## config.mk

```make
export PLATFORM = sky130hd
export DESIGN_NAME = uart_prog_loader
export DESIGN_NICKNAME = d
export VERILOG_FILES = /design/src/rtl/uart_prog_loader.sv
export SDC_FILE = /design/constraint.sdc
export NUM_CORES = 1
export LEC_CHECK = 0
export ABC_AREA = 1
export ABC_CLOCK_PERIOD_IN_PS = 2600
export BUFFER_PORTS_ARGS = -buffer_cell sky130_fd_sc_hd__buf_2
export CAP_MARGIN = 20
export CORE_MARGIN = 2
export CORE_UTILIZATION = 45
export DETAILED_ROUTE_END_ITERATION = 6
export PLACE_DENSITY = 0.68
export SYNTH_ARGS = -nofsm -noshare
export SYNTH_HDL_FRONTEND = slang
export SYNTH_SLANG_ARGS = --single-unit
```

## constraint.sdc

```tcl
create_clock -name clk -period 2.6 [get_ports clk]
set_input_delay 0.26 -clock clk [delete_from_list [all_inputs] [get_ports clk]]
set_output_delay 0.26 -clock clk [all_outputs]
set_load 0.02 [all_outputs]
```

## src/rtl/uart_prog_loader.sv

```systemverilog
// uart_prog_loader: packs UART bytes into little-endian words, writes them to instruction memory
// and holds the CPU in reset until the image is loaded. Optional trailing checksum: LOADER_CHECKSUM_EN.
module uart_prog_loader #(
    parameter int CELL_NUMBERS = 32,
    parameter int ADDR_W       = 8,
    parameter int TIMEOUT_CYC  = 1024
) (
    input  logic              clk,
    input  logic              rst,
    input  logic              rx_valid_i,
    input  logic [7:0]        rx_data_i,
    output logic              rx_ready_o,
    output logic              mem_we_o,
    output logic [ADDR_W-1:0] mem_addr_o,
    output logic [31:0]       mem_wdata_o,
    output logic              load_done_o,
    output logic              cpu_rst_o,
    output logic              load_err_o
);

    localparam int                 TIMER_W   = $clog2(TIMEOUT_CYC + 1);
    localparam logic [TIMER_W-1:0] TIMER_MAX = TIMER_W'(TIMEOUT_CYC - 1);
    localparam logic [ADDR_W-1:0]  LAST_WORD = ADDR_W'(CELL_NUMBERS - 1);

    typedef enum logic [2:0] {
        ASSEMBLE,
        WRITE,
`ifdef LOADER_CHECKSUM_EN
        CHECK,
        ERR,
`endif
        DONE
    } state_e;

    state_e             state_q, state_d;
    logic [1:0]         byte_cnt_q, byte_cnt_d;
    logic [ADDR_W-1:0]  word_cnt_q, word_cnt_d;
    logic [TIMER_W-1:0] timer_q, timer_d;
    logic [23:0]        word_q, word_d;
    logic [ADDR_W-1:0]  mem_addr_q, mem_addr_d;
    logic [31:0]        mem_wdata_q, mem_wdata_d;
`ifdef LOADER_CHECKSUM_EN
    logic [7:0]         csum_q, csum_d;
`endif

    always_ff @(posedge clk or posedge rst) begin
        if (rst) begin
            state_q     <= ASSEMBLE;
            byte_cnt_q  <= '0;
            word_cnt_q  <= '0;
            timer_q     <= '0;
            word_q      <= '0;
            mem_addr_q  <= '0;
            mem_wdata_q <= '0;
`ifdef LOADER_CHECKSUM_EN
            csum_q      <= '0;
`endif
        end else begin
            state_q     <= state_d;
            byte_cnt_q  <= byte_cnt_d;
            word_cnt_q  <= word_cnt_d;
            timer_q     <= timer_d;
            word_q      <= word_d;
            mem_addr_q  <= mem_addr_d;
            mem_wdata_q <= mem_wdata_d;
`ifdef LOADER_CHECKSUM_EN
            csum_q      <= csum_d;
`endif
        end
    end

    // The 4th byte goes straight into the memory data register, so only lanes 0..2 are buffered.
    always_comb begin
        state_d     = state_q;
        byte_cnt_d  = byte_cnt_q;
        word_cnt_d  = word_cnt_q;
        timer_d     = timer_q;
        word_d      = word_q;
        mem_addr_d  = mem_addr_q;
        mem_wdata_d = mem_wdata_q;
`ifdef LOADER_CHECKSUM_EN
        csum_d      = csum_q;
`endif
        rx_ready_o  = 1'b0;
        mem_we_o    = 1'b0;
        load_done_o = 1'b0;
        cpu_rst_o   = 1'b1;
        load_err_o  = 1'b0;

        case (state_q)
            ASSEMBLE: begin
                rx_ready_o = 1'b1;
                if (rx_valid_i) begin
                    byte_cnt_d = byte_cnt_q + 2'd1;
                    timer_d    = '0;
`ifdef LOADER_CHECKSUM_EN
                    csum_d     = csum_q ^ rx_data_i;
`endif
                    case (byte_cnt_q)
                        2'd0: word_d[7:0]   = rx_data_i;
                        2'd1: word_d[15:8]  = rx_data_i;
                        2'd2: word_d[23:16] = rx_data_i;
                        default: begin
                            mem_addr_d  = word_cnt_q;
                            mem_wdata_d = {rx_data_i, word_q};
                            state_d     = WRITE;
                        end
                    endcase
                end else if (byte_cnt_q != 2'd0) begin
                    // A stalled partial word is dropped; earlier whole words stay written.
                    if (timer_q == TIMER_MAX) begin
                        byte_cnt_d = '0;
                        timer_d    = '0;
                    end else begin
                        timer_d = timer_q + 1'b1;
                    end
                end
            end
            WRITE: begin
                mem_we_o   = 1'b1;
                byte_cnt_d = '0;
                timer_d    = '0;
                if (word_cnt_q == LAST_WORD) begin
`ifdef LOADER_CHECKSUM_EN
                    state_d = CHECK;
`else
                    state_d = DONE;
`endif
                end else begin
                    word_cnt_d = word_cnt_q + 1'b1;
                    state_d    = ASSEMBLE;
                end
            end
`ifdef LOADER_CHECKSUM_EN
            CHECK: begin
                rx_ready_o = 1'b1;
                if (rx_valid_i) begin
                    state_d = (rx_data_i == csum_q) ? DONE : ERR;
                end
            end
            ERR: begin
                load_err_o = 1'b1;
            end
`endif
            DONE: begin
                load_done_o = 1'b1;
                cpu_rst_o   = 1'b0;
            end
            default: begin
                state_d = ASSEMBLE;
            end
        endcase
    end

    assign mem_addr_o  = mem_addr_q;
    assign mem_wdata_o = mem_wdata_q;

endmodule

```

* Word level (Yosys, flattened, before mapping) *
Index checks and enable logic that the tools add are counted.
Widths: inputs -> output; s select.

operators by class
  $add $sub $neg = 3
  equal/unequal tests = 10
  multiplexer cells = 16
  bitwise gates (word level) = 3
  reductions and logical operators = 13

operators with widths
  kind                   number
  $mux 11                3
  $pmux 11 s2            1
  $reduce_and 3->1       6
  $add 11x1->11 const B  1
  $eq 11x10->1 const B   1
  $pmux 3 s3             1
  $add 8x1->8 const B    1
  $eq 8x5->1 const B     1
  $mux 2                 4
  $mux 3                 2
  $ne 3x3->1 const B     2
  $mux 1                 4
  $ne 2x2->1 const B     2
  $pmux 2 s2             1
  $reduce_and 2->1       2
  $reduce_bool 2->1      2
  $eq 3x1->1 const B     1
  $eq 3x2->1 const B     1
  $logic_not 3->1        1
  $not 1->1              3
  $reduce_or 3->1        1
  $add 2x1->2 const B    1
  $eq 2x1->1 const B     1
  $eq 2x2->1 const B     1
  $logic_not 2->1        1

storage, ports and cells
  bits in registers = 88
  input bits = 11
  output and inout bits = 45
  logic and storage cells = 54

* Longest topological paths before layout *
  word-level depth = 5
  mapped depth = 10
  gate-level depth less buffers = 9

* Worst setup path after synthesis *
No wires, ideal clock.

  path kind = flip-flop to flip-flop
  from = register state_q[1]
  to = register timer_q[7]
  library setup time = 0.120 ns
  arrival = 1.382 ns
  data required time = 2.480 ns
  slack = 1.098 ns
  stages on the path, launching flop included = 8
  path buffers = 1
  clock period less this slack = 1.502 ns
  path through = dfrtp_1 -> nor2_1 -> nand2_1 -> nand2_1 -> buf_4 -> nand3_1 -> o21ai_0 -> nor2_1

between the ends
  longest elaborated chain between the ends = 3
  elaborated cells between the ends (all ways) = 6
  those cells by class = eq/ne: 2; mux: 1; reduce/logical: 3

ends and longest elaborated chain
  item                                                                     RTL line  RTL
  start: declaration                                                       35        state_e state_q, state_d;
  start signal: assignment                                                 59        state_q <= state_d;
  $logic_not 3->1 / $eq 3x1->1 (equally long branches)                     90        case (state_q)
  $ne 3x3->1 (no source line) / $reduce_bool 2->1 (equally long branches)  n/a
  $reduce_and 2->1 (no source line)                                        n/a
  end signal: assignment                                                   62        timer_q <= timer_d;
  end: declaration                                                         38        logic [TIMER_W-1:0] timer_q, timer_d;

Parallel ways exist; a longest one is shown, timed or not.
A chain may end at the register's enable or synchronous reset.

* Worst setup path in the final report *
  from = register byte_cnt_q[0]
  to = register timer_q[7]

between the ends
  longest elaborated chain between the ends = 3

ends and longest elaborated chain
  item                               RTL line  RTL
  start: declaration                 36        logic [1:0] byte_cnt_q, byte_cnt_d;
  start signal: assignment           60        byte_cnt_q <= byte_cnt_d;
  $reduce_bool 2->1                  109       end else if (byte_cnt_q != 2'd0) begin
  $ne 3x3->1 (no source line)        n/a
  $reduce_and 2->1 (no source line)  n/a

No other way between the ends.

==> qor.csv <==
metric;value;unit
outcome;completed;
die area;8780;um2
placed cells;557;
post-route antenna net violation count;0;
largest net degree at the start of global routing;57;
vias in the first global route;2601;
M1 WL;3450;um
hold slack final;0.245;ns
Setup WS post-layout;0.844;ns
syn_area_per_cell;8.81;um2
root buf cell;clkbuf_8;
top cell type's share of synthesized area;60.1;%
Post-synth EDFFs;0;
pwr dens;1030;nW/um2
main flop type after synthesis;dfrtp_1;
Worst Setup End Kind;flip-flop;
max capacitance violation total;0;
post-synthesis sequential area ratio;60.1;%
Most common cell on crit path;nand2_1;
DRT iter0 DRCs;106;
setup bufs post-CTS;0;
post-route cell area;4160;um2
Slew Limit Fails;0;
ANT cells;0;
ys async rst share;100;%
worst-margin pin slew;0.755;ns
DR WL met2;3340;um
synthesized cell area;3620;um2
max incr delay on CP;0.40;ns
Crit-path slowest cell;dfrtp_1;
Register Area;2180;um2
final setup fails;0;
first-pass GRT wire length;12600;um
Initial Util;46.6;%
vias per cell;4.80;
Setup crit start kind;flip-flop;
Placed Area;3980;um2
initial antenna violation count;0;
IO Port Bufs;54;
H-tree depth;3;
leak pwr;2.26;nW
Gate Count Post-Synth;411;
RSZ-0062 raised after global routing;false;
DRT Pass-1 Iters;4;
most frequent cell after synthesis;nand2_1;
Min-Delay Path Class;in -> reg;
fmax;569;MHz
Die H;93.7;um
ranking of synthesized cells by area;dfrtp_1 60%, nand2_1 17%, o21ai_0 6.6%;
final setup skew;0.00974;ns
Rows;32;
Finished Layout Cells;574;
Routed wire per std cell;12.7;um
area of the multi-input gates;1220;um2
Slew headroom;49.6;%
share of cells above drive strength 1;16.3;%
Synth area leader;dfrtp_1;
Hold Vio Cnt, Final;0;
die width;93.7;um
# DRC;0;
Final GP Congestion;0.813;
top post-synthesis cells by count;167 x nand2_1, 87 x dfrtp_1, 48 x o21ai_0, 37 x inv_1, 20 x nor2_1;
Post-Route WL;7270;um
crit-path cells;inv_1 -> ha_1 -> nand2_1 -> nand2_1 -> nand2_1 -> nand2_1 -> inv_1 -> nor2_1;
Clock Sinks;87;
CORE AREA;7770;um2
Period minus WS final;1.76;ns
YS warnings;0;
Critical Path RT;2.84;ns
top layer used by detailed routing;met4;
Clock Path Buffers;2;
I/O pin count;56;
total CTS buffers;9;
total global-route track usage;18.5;%
period utilization;67.5;%
critical path fanouts, max;14;
Unique masters post-synth;23;
Setup TNS Final;0;ns
Net Count, Synth;428;
maximum vdd drop;0.000416;V
clock input transition at the sequential cells of the worst setup and hold paths;0.08;ns
Gates resized, CTS repair;0;
flops & latches, synth;87;
total congestion overflow;0;
DP HPWL;4950;um
crit path DAT;2.00;ns
DR vias;2757;
clk_lat worst skew;0.36;ns
CTS tree;built;
hold-fix buffers at CTS;1;
Layout fillers;729;
area grow syn2layout;14.9;%
Crit Path Class;reg -> reg;
met3 wire length;307;um
dpl ws;0.844;ns
Final #Nets;484;
## worst max-delay path, delay by kind of cell, from the launching register on
| family | cells | cell delay (ns) |
|---|---|---|
| fa+ha+maj | 1 | 0.22 |
| buf+inv | 2 | 0.30 |
| simple gates | 5 | 0.73 |
| flops | 1 | 0.40 |
## area by class of cell
| class | instances | area share, % |
|---|---|---|
| sequential | 87 | 52.3 |
| inverter | 38 | 3.46 |
| tap | 102 | 3.07 |
| multi-input combinational | 273 | 29.4 |
| clock buffer | 10 | 3.07 |
| clock inverter | 6 | 1.05 |
| timing repair buffer | 58 | 7.58 |
## sequential cells by signal, indices dropped and copies added, names as in the netlist
name and cells:
byte_cnt_q 2, mem_addr_o 8, mem_wdata_o 32, state_q 2
timer_q 11, word_cnt_q 8, word_q 24
## final timing paths
check                                                start                         end  slack (ns)  cells after the start
worst min register to register  mem_wdata_o[3]$_DFFE_PP0P_  mem_wdata_o[3]$_DFFE_PP0P_        0.48                      2
worst max register to register   byte_cnt_q[0]$_DFFE_PP0P_      timer_q[7]$_DFFE_PP0P_        0.84                      8
worst max-delay path             byte_cnt_q[0]$_DFFE_PP0P_      timer_q[7]$_DFFE_PP0P_        0.84                      8
worst min-delay path                          rx_data_i[7]       word_q[7]$_DFFE_PP0P_        0.25                      3
max in group asynchronous                              rst   mem_addr_o[2]$_DFFE_PP0P_        1.38                      4
min in group asynchronous                              rst      timer_q[3]$_DFFE_PP0P_        0.52                      3
## report_power, final
part	internal [mW]	leakage (nW)	switching, mW	total [mW]
clock	0.353	0.0870	0.493	0.845
combinational	0.446	1.05	0.928	1.37
sequential	1.81	1.13	0.265	2.07
## metal layers
metal  vias up  GRT usage, %
li1       1389             -
met2        57          27.5
met4         0          8.09
met3        16          3.45
met1      1295          26.7
met5         -             0
## stage by stage
| step | utilization, % | total power [mW] |
|---|---|---|
| after floorplan | - | 3.05 |
| after global placement | 51.2 | 3.44 |
| after detailed placement | 51.2 | 3.49 |
| after CTS | 53.5 | 4.33 |
| after global routing | 53.5 | 4.65 |
| final | 53.5 | 4.29 |
## kinds of logic (layout without fill, tap and decap cells)
kind of cell,Yosys count,count (layout),synth area share [%]
xor gates and xnor gates,6,6,1.45
AOI/OAI and AO/OA,50,50,6.98
buffers and inverters,51,112,6.05
other,1,1,0.104
and+or+nand+nor,210,210,23.2
adders and majority gates,6,6,2.07
DFF,87,87,60.1
## layout by cell type (no fill, tap or decap), types with 2 or more instances in the layout
cell      Yosys  layout
nor2_1       20      20
ha_1          6       6
clkbuf_8      0       9
nand3_1      11      11
nor3_1        3       3
dfrtp_1      87      87
nand4_1       3       3
inv_1        37      36
buf_4         5       2
o21ai_0      48      48
clkinv_2      0       3
nand2_1     167     167
buf_2         7      54
inv_6         0       2
xor2_1        6       6
No activity file was read; power rests on OpenSTA's default activity.
